[src/rtl/fir_inverse_filter.sv]
// All-pole inverse of a monic FIR: x_hat[n] = y[n] - sum c[i]*x_hat[n-i], one MAC per cycle.
// Accepts one sample in IDLE, accumulates N-1 products, then holds the saturated result.
module fir_inverse_filter #(
    parameter int unsigned N    = 16,
    parameter int unsigned FRAC = 14
) (
    input  logic               clk,
    input  logic               rst,
    input  logic               clr,
    input  logic signed [15:0] y_in,
    input  logic               in_valid,
    output logic               in_ready,
    input  logic signed [15:0] coeffs [0:N-1],
    output logic signed [15:0] x_out,
    output logic               out_valid,
    input  logic               out_ready,
    output logic               out_sat
);

    localparam int unsigned ACC_W = 17 + FRAC + $clog2(N) + 1;
    localparam int unsigned RW    = ACC_W - FRAC;
    localparam int unsigned IW    = $clog2(N);

    localparam logic signed [RW-1:0] MaxV = RW'(32767);
    localparam logic signed [RW-1:0] MinV = RW'(-32768);

    typedef enum logic [1:0] {StIdle, StMac, StOut} state_e;

    state_e                   state_q, state_d;
    logic signed [ACC_W-1:0]  acc_q, acc_d;
    logic        [IW-1:0]     idx_q, idx_d;
    logic signed [15:0]       hist_q [N-1];
    logic signed [15:0]       hist_d [N-1];
    logic signed [15:0]       x_q, x_d;
    logic                     sat_q, sat_d;
    logic                     valid_q, valid_d;
    logic                     alive_q;

    logic        [IW-1:0]     hidx;
    logic signed [31:0]       prod;
    logic signed [ACC_W-1:0]  acc_next;
    logic signed [RW-1:0]     r;
    logic                     r_hi, r_lo;
    logic signed [15:0]       x_sat;

    // hist_q[k] holds x_hat[n-1-k]; tap i pairs with hist_q[i-1]
    assign hidx     = idx_q - IW'(1);
    assign prod     = coeffs[idx_q] * hist_q[hidx];
    assign acc_next = acc_q - $signed({{(ACC_W-32){prod[31]}}, prod});
    assign r        = RW'(acc_next >>> FRAC);
    assign r_hi     = (r > MaxV);
    assign r_lo     = (r < MinV);
    assign x_sat    = r_hi ? 16'sh7fff : (r_lo ? 16'sh8000 : r[15:0]);

    // alive_q keeps in_ready low until the first edge after reset release
    assign in_ready  = alive_q && (state_q == StIdle) && !clr;
    assign x_out     = x_q;
    assign out_sat   = sat_q;
    assign out_valid = valid_q;

    always_comb begin
        state_d = state_q;
        acc_d   = acc_q;
        idx_d   = idx_q;
        hist_d  = hist_q;
        x_d     = x_q;
        sat_d   = sat_q;
        valid_d = valid_q;
        unique case (state_q)
            StIdle: begin
                if (clr) begin
                    for (int k = 0; k < N - 1; k++) begin
                        hist_d[k] = '0;
                    end
                end else if (in_valid && alive_q) begin
                    acc_d   = {{(ACC_W-16){y_in[15]}}, y_in} <<< FRAC;
                    idx_d   = IW'(1);
                    state_d = StMac;
                end
            end
            StMac: begin
                acc_d = acc_next;
                idx_d = idx_q + IW'(1);
                if (idx_q == IW'(N - 1)) begin
                    x_d       = x_sat;
                    sat_d     = r_hi || r_lo;
                    valid_d   = 1'b1;
                    hist_d[0] = x_sat;
                    for (int k = 1; k < N - 1; k++) begin
                        hist_d[k] = hist_q[k-1];
                    end
                    idx_d   = IW'(1);
                    state_d = StOut;
                end
            end
            StOut: begin
                if (out_ready) begin
                    valid_d = 1'b0;
                    state_d = StIdle;
                end
            end
            default: state_d = StIdle;
        endcase
    end

    always_ff @(posedge clk or negedge rst) begin
        if (!rst) begin
            state_q <= StIdle;
            acc_q   <= '0;
            idx_q   <= IW'(1);
            x_q     <= '0;
            sat_q   <= 1'b0;
            valid_q <= 1'b0;
            alive_q <= 1'b0;
            for (int k = 0; k < N - 1; k++) begin
                hist_q[k] <= '0;
            end
        end else begin
            state_q <= state_d;
            acc_q   <= acc_d;
            idx_q   <= idx_d;
            x_q     <= x_d;
            sat_q   <= sat_d;
            valid_q <= valid_d;
            alive_q <= 1'b1;
            hist_q  <= hist_d;
        end
    end

endmodule

[config.mk]
export PLATFORM = sky130hd
export DESIGN_NAME = fir_inverse_filter
export DESIGN_NICKNAME = d
export VERILOG_FILES = /design/src/rtl/fir_inverse_filter.sv
export SDC_FILE = /design/constraint.sdc
export NUM_CORES = 2
export LEC_CHECK = 0
export CAP_MARGIN = 20
export CORE_MARGIN = 2
export CORE_UTILIZATION = 40
export DETAILED_ROUTE_END_ITERATION = 12
export PLACE_DENSITY = 0.61
export SYNTH_ARGS = -nofsm -noshare
export SYNTH_HDL_FRONTEND = slang
export SYNTH_SLANG_ARGS = --single-unit
[constraint.sdc]
create_clock -name clk -period 17.54 [get_ports clk]
set_input_delay 4.385 -clock clk [delete_from_list [all_inputs] [get_ports clk]]
set_output_delay 4.385 -clock clk [all_outputs]
set_load 0.02 [all_outputs]
# --- Word level (Yosys, flattened, before mapping) ---
# Cells that the tools add are included.
op_classes:
  add_sub_neg: 3
  multipliers: 1
  n_lt_le_gt_ge: 4
  eq_ne: 8
  n_mux: 26
  bitwise_logic: 2
  reduce_logical: 13
op_table:
  columns: ["op", "count"]
  rows:
  - ["$mux 240", 2]
  - ["$pmux 240 s2", 1]
  - ["$bmux 16 s4", 2]
  - ["$mux 16", 6]
  - ["$mux 36", 2]
  - ["$pmux 36 s2", 1]
  - ["$sub 36x32->36", 1]
  - ["$mul 16x16->32", 1]
  - ["$gt 22x16->1 const B", 1]
  - ["$lt 22x16->1 const B", 1]
  - ["$mux 4", 3]
  - ["$ge 5x5->1 const B", 2]
  - ["$not 4->5", 2]
  - ["$reduce_and 3->1", 3]
  - ["$mux 2", 4]
  - ["$ne 2x2->1 const B", 4]
  - ["$pmux 4 s2", 1]
  - ["$pmux 2 s3", 1]
  - ["$add 4x1->4 const B", 1]
  - ["$eq 4x4->1 const B", 1]
  - ["$reduce_and 4->1", 1]
  - ["$reduce_bool 2->1", 2]
  - ["$sub 4x1->4 const B", 1]
  - ["$logic_and 1x1->1", 3]
  - ["9 further kinds", 10]
word_totals:
  ff_bits: 301
  input_bits: 277
  output_inout_bits: 19
  wordCells: 79

# --- Logic depth before layout (Yosys ltp) ---
logic_depth:
  ltp_word: 12
  mapped_depth: 41
  depth_no_buf: 35

# --- Worst setup path before layout ---
# No wires, ideal clock.
synth_timing:
  path_type: "in2reg"
  from: "input port coeffs[15] (netlist name)"
  to: "register hist_q[228] (netlist name)"
  setup_time_ns: 0.072
  arrival_time_ns: 11.955
  required_ns: 17.468
  setup_slack_ns: 5.513
  stages: 27
  path_buffers: 2
  cell_sequence: "mux4_2 > mux4_2 > clkbuf_1 > nand2_1 > inv_1 > fa_1 > fa_1 > inv_1 > fa_1 > fa_1 > fa_1 > inv_1 > fa_1 > inv_1 > ha_1 > a21o_1 > a21o_1 > a21oi_1 > o21a_1 > o21ai_0 > mux2_2 > a311oi_1 > o211ai_1 > o41ai_4 > buf_6 > a21oi_2 > nor2_1"
synth_via:
  elab_chain_cells: 10
  word_cells_on_any_way: 11
  classes_between: "add/sub: 1; mul: 1; order compare: 2; mux: 7"
synth_rtl:
  columns: ["element", "line_no", "source"]
  rows:
  - ["start: declaration", "13", "input logic signed [15:0] coeffs [0:N-1],"]
  - ["$bmux 16 s4 (*)", "48", "assign prod = coeffs[idx_q] * hist_q[hidx];"]
  - ["$mux 16 (not written as such) (*) (2 in a row)", "48", null]
  - ["$mul 16x16->32 (*)", "48", null]
  - ["$sub 36x32->36 (*)", "49", "assign acc_next = acc_q - $signed({{(ACC_W-32){prod[31]}}, prod});"]
  - ["$lt 22x16->1", "52", "assign r_lo = (r < MinV);"]
  - ["$mux 16", "53", "assign x_sat = r_hi ? 16'sh7fff : (r_lo ? 16'sh8000 : r[15:0]);"]
  - ["$mux 16 (*)", "53", null]
  - ["$mux 240 (*)", "84", "if (idx_q == IW'(N - 1)) begin"]
  - ["$pmux 240 s2 (*)", "69", "unique case (state_q)"]
  - ["end signal: assignment", "126", "hist_q <= hist_d;"]
  - ["end: declaration", "32", "logic signed [15:0] hist_q [N-1];"]
# Mark *: on every way between the ends. The rest lies on a longest branch, timed or not. The select of a mux whose other input is x is not followed.
# A chain may end at the register's enable or synchronous reset.

# --- Final worst setup path ---
layout_timing:
  from: "input port coeffs[207] (netlist name)"
  to: "register x_q[1] (netlist: x_out[1])"
layout_via:
  elab_chain_cells: 8
  word_cells_on_any_way: 9
  classes_between: "add/sub: 1; mul: 1; order compare: 2; mux: 5"
layout_rtl:
  columns: ["element", "line_no", "source"]
  rows:
  - ["$bmux 16 s4 (*)", "48", null]
  - ["$mux 16 (not written as such) (*) (2 in a row)", "48", null]
  - ["$mul 16x16->32 (*)", "48", null]
  - ["$sub 36x32->36 (*)", "49", null]
  - ["$lt 22x16->1", "52", null]
  - ["$mux 16", "53", null]
  - ["$mux 16 (*)", "53", null]
  - ["end signal: assignment", "111", "x_q <= '0;"]
  - ["end signal: assignment", "122", "x_q <= x_d;"]
  - ["end: declaration", "34", "logic signed [15:0] x_q, x_d;"]
# Marked as above.

==> impl_metrics.csv <==
group,metric,value,unit
clock_network,post_cts_buffers,0,
sta,fin_crit,12.75,ns
floorplan,io_pins,296,
finish,drive_above_1_share,8.46,%
logic_synthesis,synth.avg_cell_area,9.41,um2
grt,grtUsageTotal,22.3,%
finish,instances_no_fill,4160,
sta,max_freq,78.5,MHz
floorplan,die_width,270,um
sta,finalMaxSlewViolations,0,
placed_design,post-dp-hpwl,60.4,mm
drt,first_iter_violations,1661,
logic_synthesis,yosysSeqAreaShare,26.6,%
hold_path,holdCritPathClass,"reg -> reg",
sta,setup_viol,0,
sta,tightest_slew,1.08,ns
finish,nNetsFinal,3897,
clock_network,cts_buffer_depth,3,
finish,fin_util,47.6,%
clock_network,tritoncts,"yes",
placed_design,place.gp.congestion,0.944,
floorplan,fp.dieH,270,um
clock_network,numCtsBuffers,34,
clock_network,cts.repair.resized,0,
logic_synthesis,synth_ff_type,"dfrtp_1",
logic_synthesis,async_flop_share,100,%
worst_setup_path,crit_type,"in -> reg",
clock_network,clkLatencyLatePin,0.52,ns
drt,drt-total-wl,80.4,mm
worst_setup_path,cp_max_fo,16,
logic_synthesis,synth.top_cell.area_share,26.5,%
logic_synthesis,yosys_warnings,0,
logic_synthesis,synth_area_leaders,"dfrtp_1, fa_1, mux4_2",
drt,wl_per_cell,19.3,um
sta,tns,0,ns
outcome,outcome,"finished clean",
worst_setup_path,critPathMaxStageDelay,0.70,ns
grt,antenna_found_initial,8,
clock_network,clkSinkCount,301,
logic_synthesis,synth_edf_count,0,
clock_network,cts.htree.levels,2,
logic_synthesis,ys_types,68,
grt,grt_pass1_wl,129,mm
placed_design,dp_cells,4096,
sta,post-route-period-util,72.7,%
sta,max_slew_margin,28.0,%
worst_setup_path,required,17.99,ns
sta,clock_skew,0.0151,ns
worst_setup_path,crit_arrival,13.20,ns
logic_synthesis,netlist_area,28300,um2
grt,first_global_vias,22300,
logic_synthesis,ys_seq_elements,301,
floorplan,die_area,72900,um2
clock_network,clockRootBuffer,"clkbuf_16",
drt,dr.pass1.iters,5,
logic_synthesis,synth_nets,3711,
drt,via_per_inst,5.25,
worst_setup_path,start_kind,"input pin",
drt,ant_nets,0,
floorplan,core-area,70000,um2
placed_design,portBuffers,295,
floorplan,placementRows,97,
drt,drc,0,
floorplan,start_util,40.4,%
worst_setup_path,slowest_stage,"mux4_2",
grt,grt_remaining_overflow,0,
sta,hold_viol_final,0,
grt,grt_max_degree,107,
flow_run,drv_cap,0,
clock_network,hold_buffers,0,
sta,rsz0062_at_grt,"false",
worst_setup_path,crit_path_end_kind,"flop",
finish,area_growth,17.7,%
logic_synthesis,yosys.area.top_type,"dfrtp_1",
drt,num_vias,21800,
logic_synthesis,syn_inst,3008,
clock_network,clk_pin_slew_worst_paths,0.06,ns
-- synth_stat cells, drive strengths merged (38+ instances only) --
master and number:
ha 102, fa 324, nor2b 67, mux4 135
and2 71, nor2 105, nand2 651, clkbuf 141
a21oi 99, o21ai 52, nand3 245, dfrtp 300
buf 38, inv 451
-- flip-flops by register name, indices dropped and copies added (netlist names) --
| signal | flops |
|---|---|
| alive_q | 1 |
| out_valid | 1 |
| state_q | 2 |
| out_sat | 1 |
| x_out | 16 |
| idx_q | 4 |
| hist_q | 240 |
| acc_q | 36 |
-- logic make-up after synthesis --
kind of cell	synth area share [%]
muxes	11.7
buffers and inverters	8.45
AOI/OAI and AO/OA	5.73
DFF	26.6
adders and majority gates	27.4
xor gates and xnor gates	1.26
and+or+nand+nor	18.8
other	0.0132
-- final cells by class --
class | count | area [um2]
timing repair buffer | 329 | 3250
multi-input combinational | 2076 | 18500
clock buffer | 54 | 1080
antenna | 4 | 10.0
clock inverter | 4 | 70.1
tap | 940 | 1180
fill | 6644 | 36700
sequential | 301 | 7540
inverter | 452 | 1700
-- critical path: cells and delay by family --
kind            cells  cell delay, ns
fa+ha+maj           7            3.52
simple gates        6            1.68
buf+inv             8            1.26
mux                 2            1.25
compound gates      6            1.10
-- routing by layer --
layer	vias up	GRT usage (%)	share of wire [%]
met5	-	0	0.015
met1	11100	32.1	45
li1	9998	-	-
met4	2	5.09	2.2
met3	95	3.00	6.2
met2	692	36.0	47
-- final timing paths --
path | to | slack [ns] | startpoint | cells after the start
min in group asynchronous | hist_q[81] | 3.90 | rst | 1
setup / recovery | x_out[1] | 4.79 | coeffs[207] | 29
max in group asynchronous | acc_q[27] | 12.11 | rst | 2
hold reg to reg | hist_q[15] | 0.48 | hist_q[15] | 2
hold / removal | hist_q[15] | 0.48 | hist_q[15] | 2
setup reg to reg | x_out[1] | 6.64 | idx_q[0] | 31
-- cells in the final DEF, fill, tap and decap left out, types with 6 or more instances in the layout --
| cell type | count |
|---|---|
| o21bai_1 | 6 |
| a22oi_1 | 9 |
| inv_1 | 451 |
| nor2_1 | 104 |
| and2_1 | 70 |
| nand3_1 | 245 |
| o21ai_0 | 50 |
| nor2b_1 | 66 |
| nand2_1 | 649 |
| mux4_2 | 134 |
| or2_2 | 6 |
| fa_1 | 324 |
| mux2_2 | 9 |
| nand4_1 | 12 |
| clkdlybuf4s50_1 | 294 |
| o21a_1 | 6 |
| clkbuf_8 | 9 |
| mux2i_1 | 17 |
| nor3_1 | 9 |
| a21o_1 | 24 |
| ha_1 | 101 |
| a21oi_2 | 14 |
| a21oi_1 | 84 |
| dfrtp_1 | 298 |
| xnor2_1 | 26 |
| buf_4 | 32 |
| a31oi_1 | 10 |
| nand2b_1 | 14 |
| clkbuf_1 | 8 |
| xor2_1 | 12 |
| clkbuf_16 | 37 |
-- stage by stage --
stage / worst slack, ns / hold slack (ns) / cell area, um2
3_3_place_gp: 4.39 / 0.456 / 32100
5_1_grt: 4.36 / 0.509 / 33300
4_1_cts: 4.86 / 0.482 / 33200
2_1_floorplan: 5.51 / 0.438 / 28300
6_report: 4.79 / 0.478 / 33300
3_5_place_dp: 4.33 / 0.470 / 32100
Power is left out: the tool's default activity adds up to more than one toggle a clock period on the data nets, which glitch-free logic cannot reach.
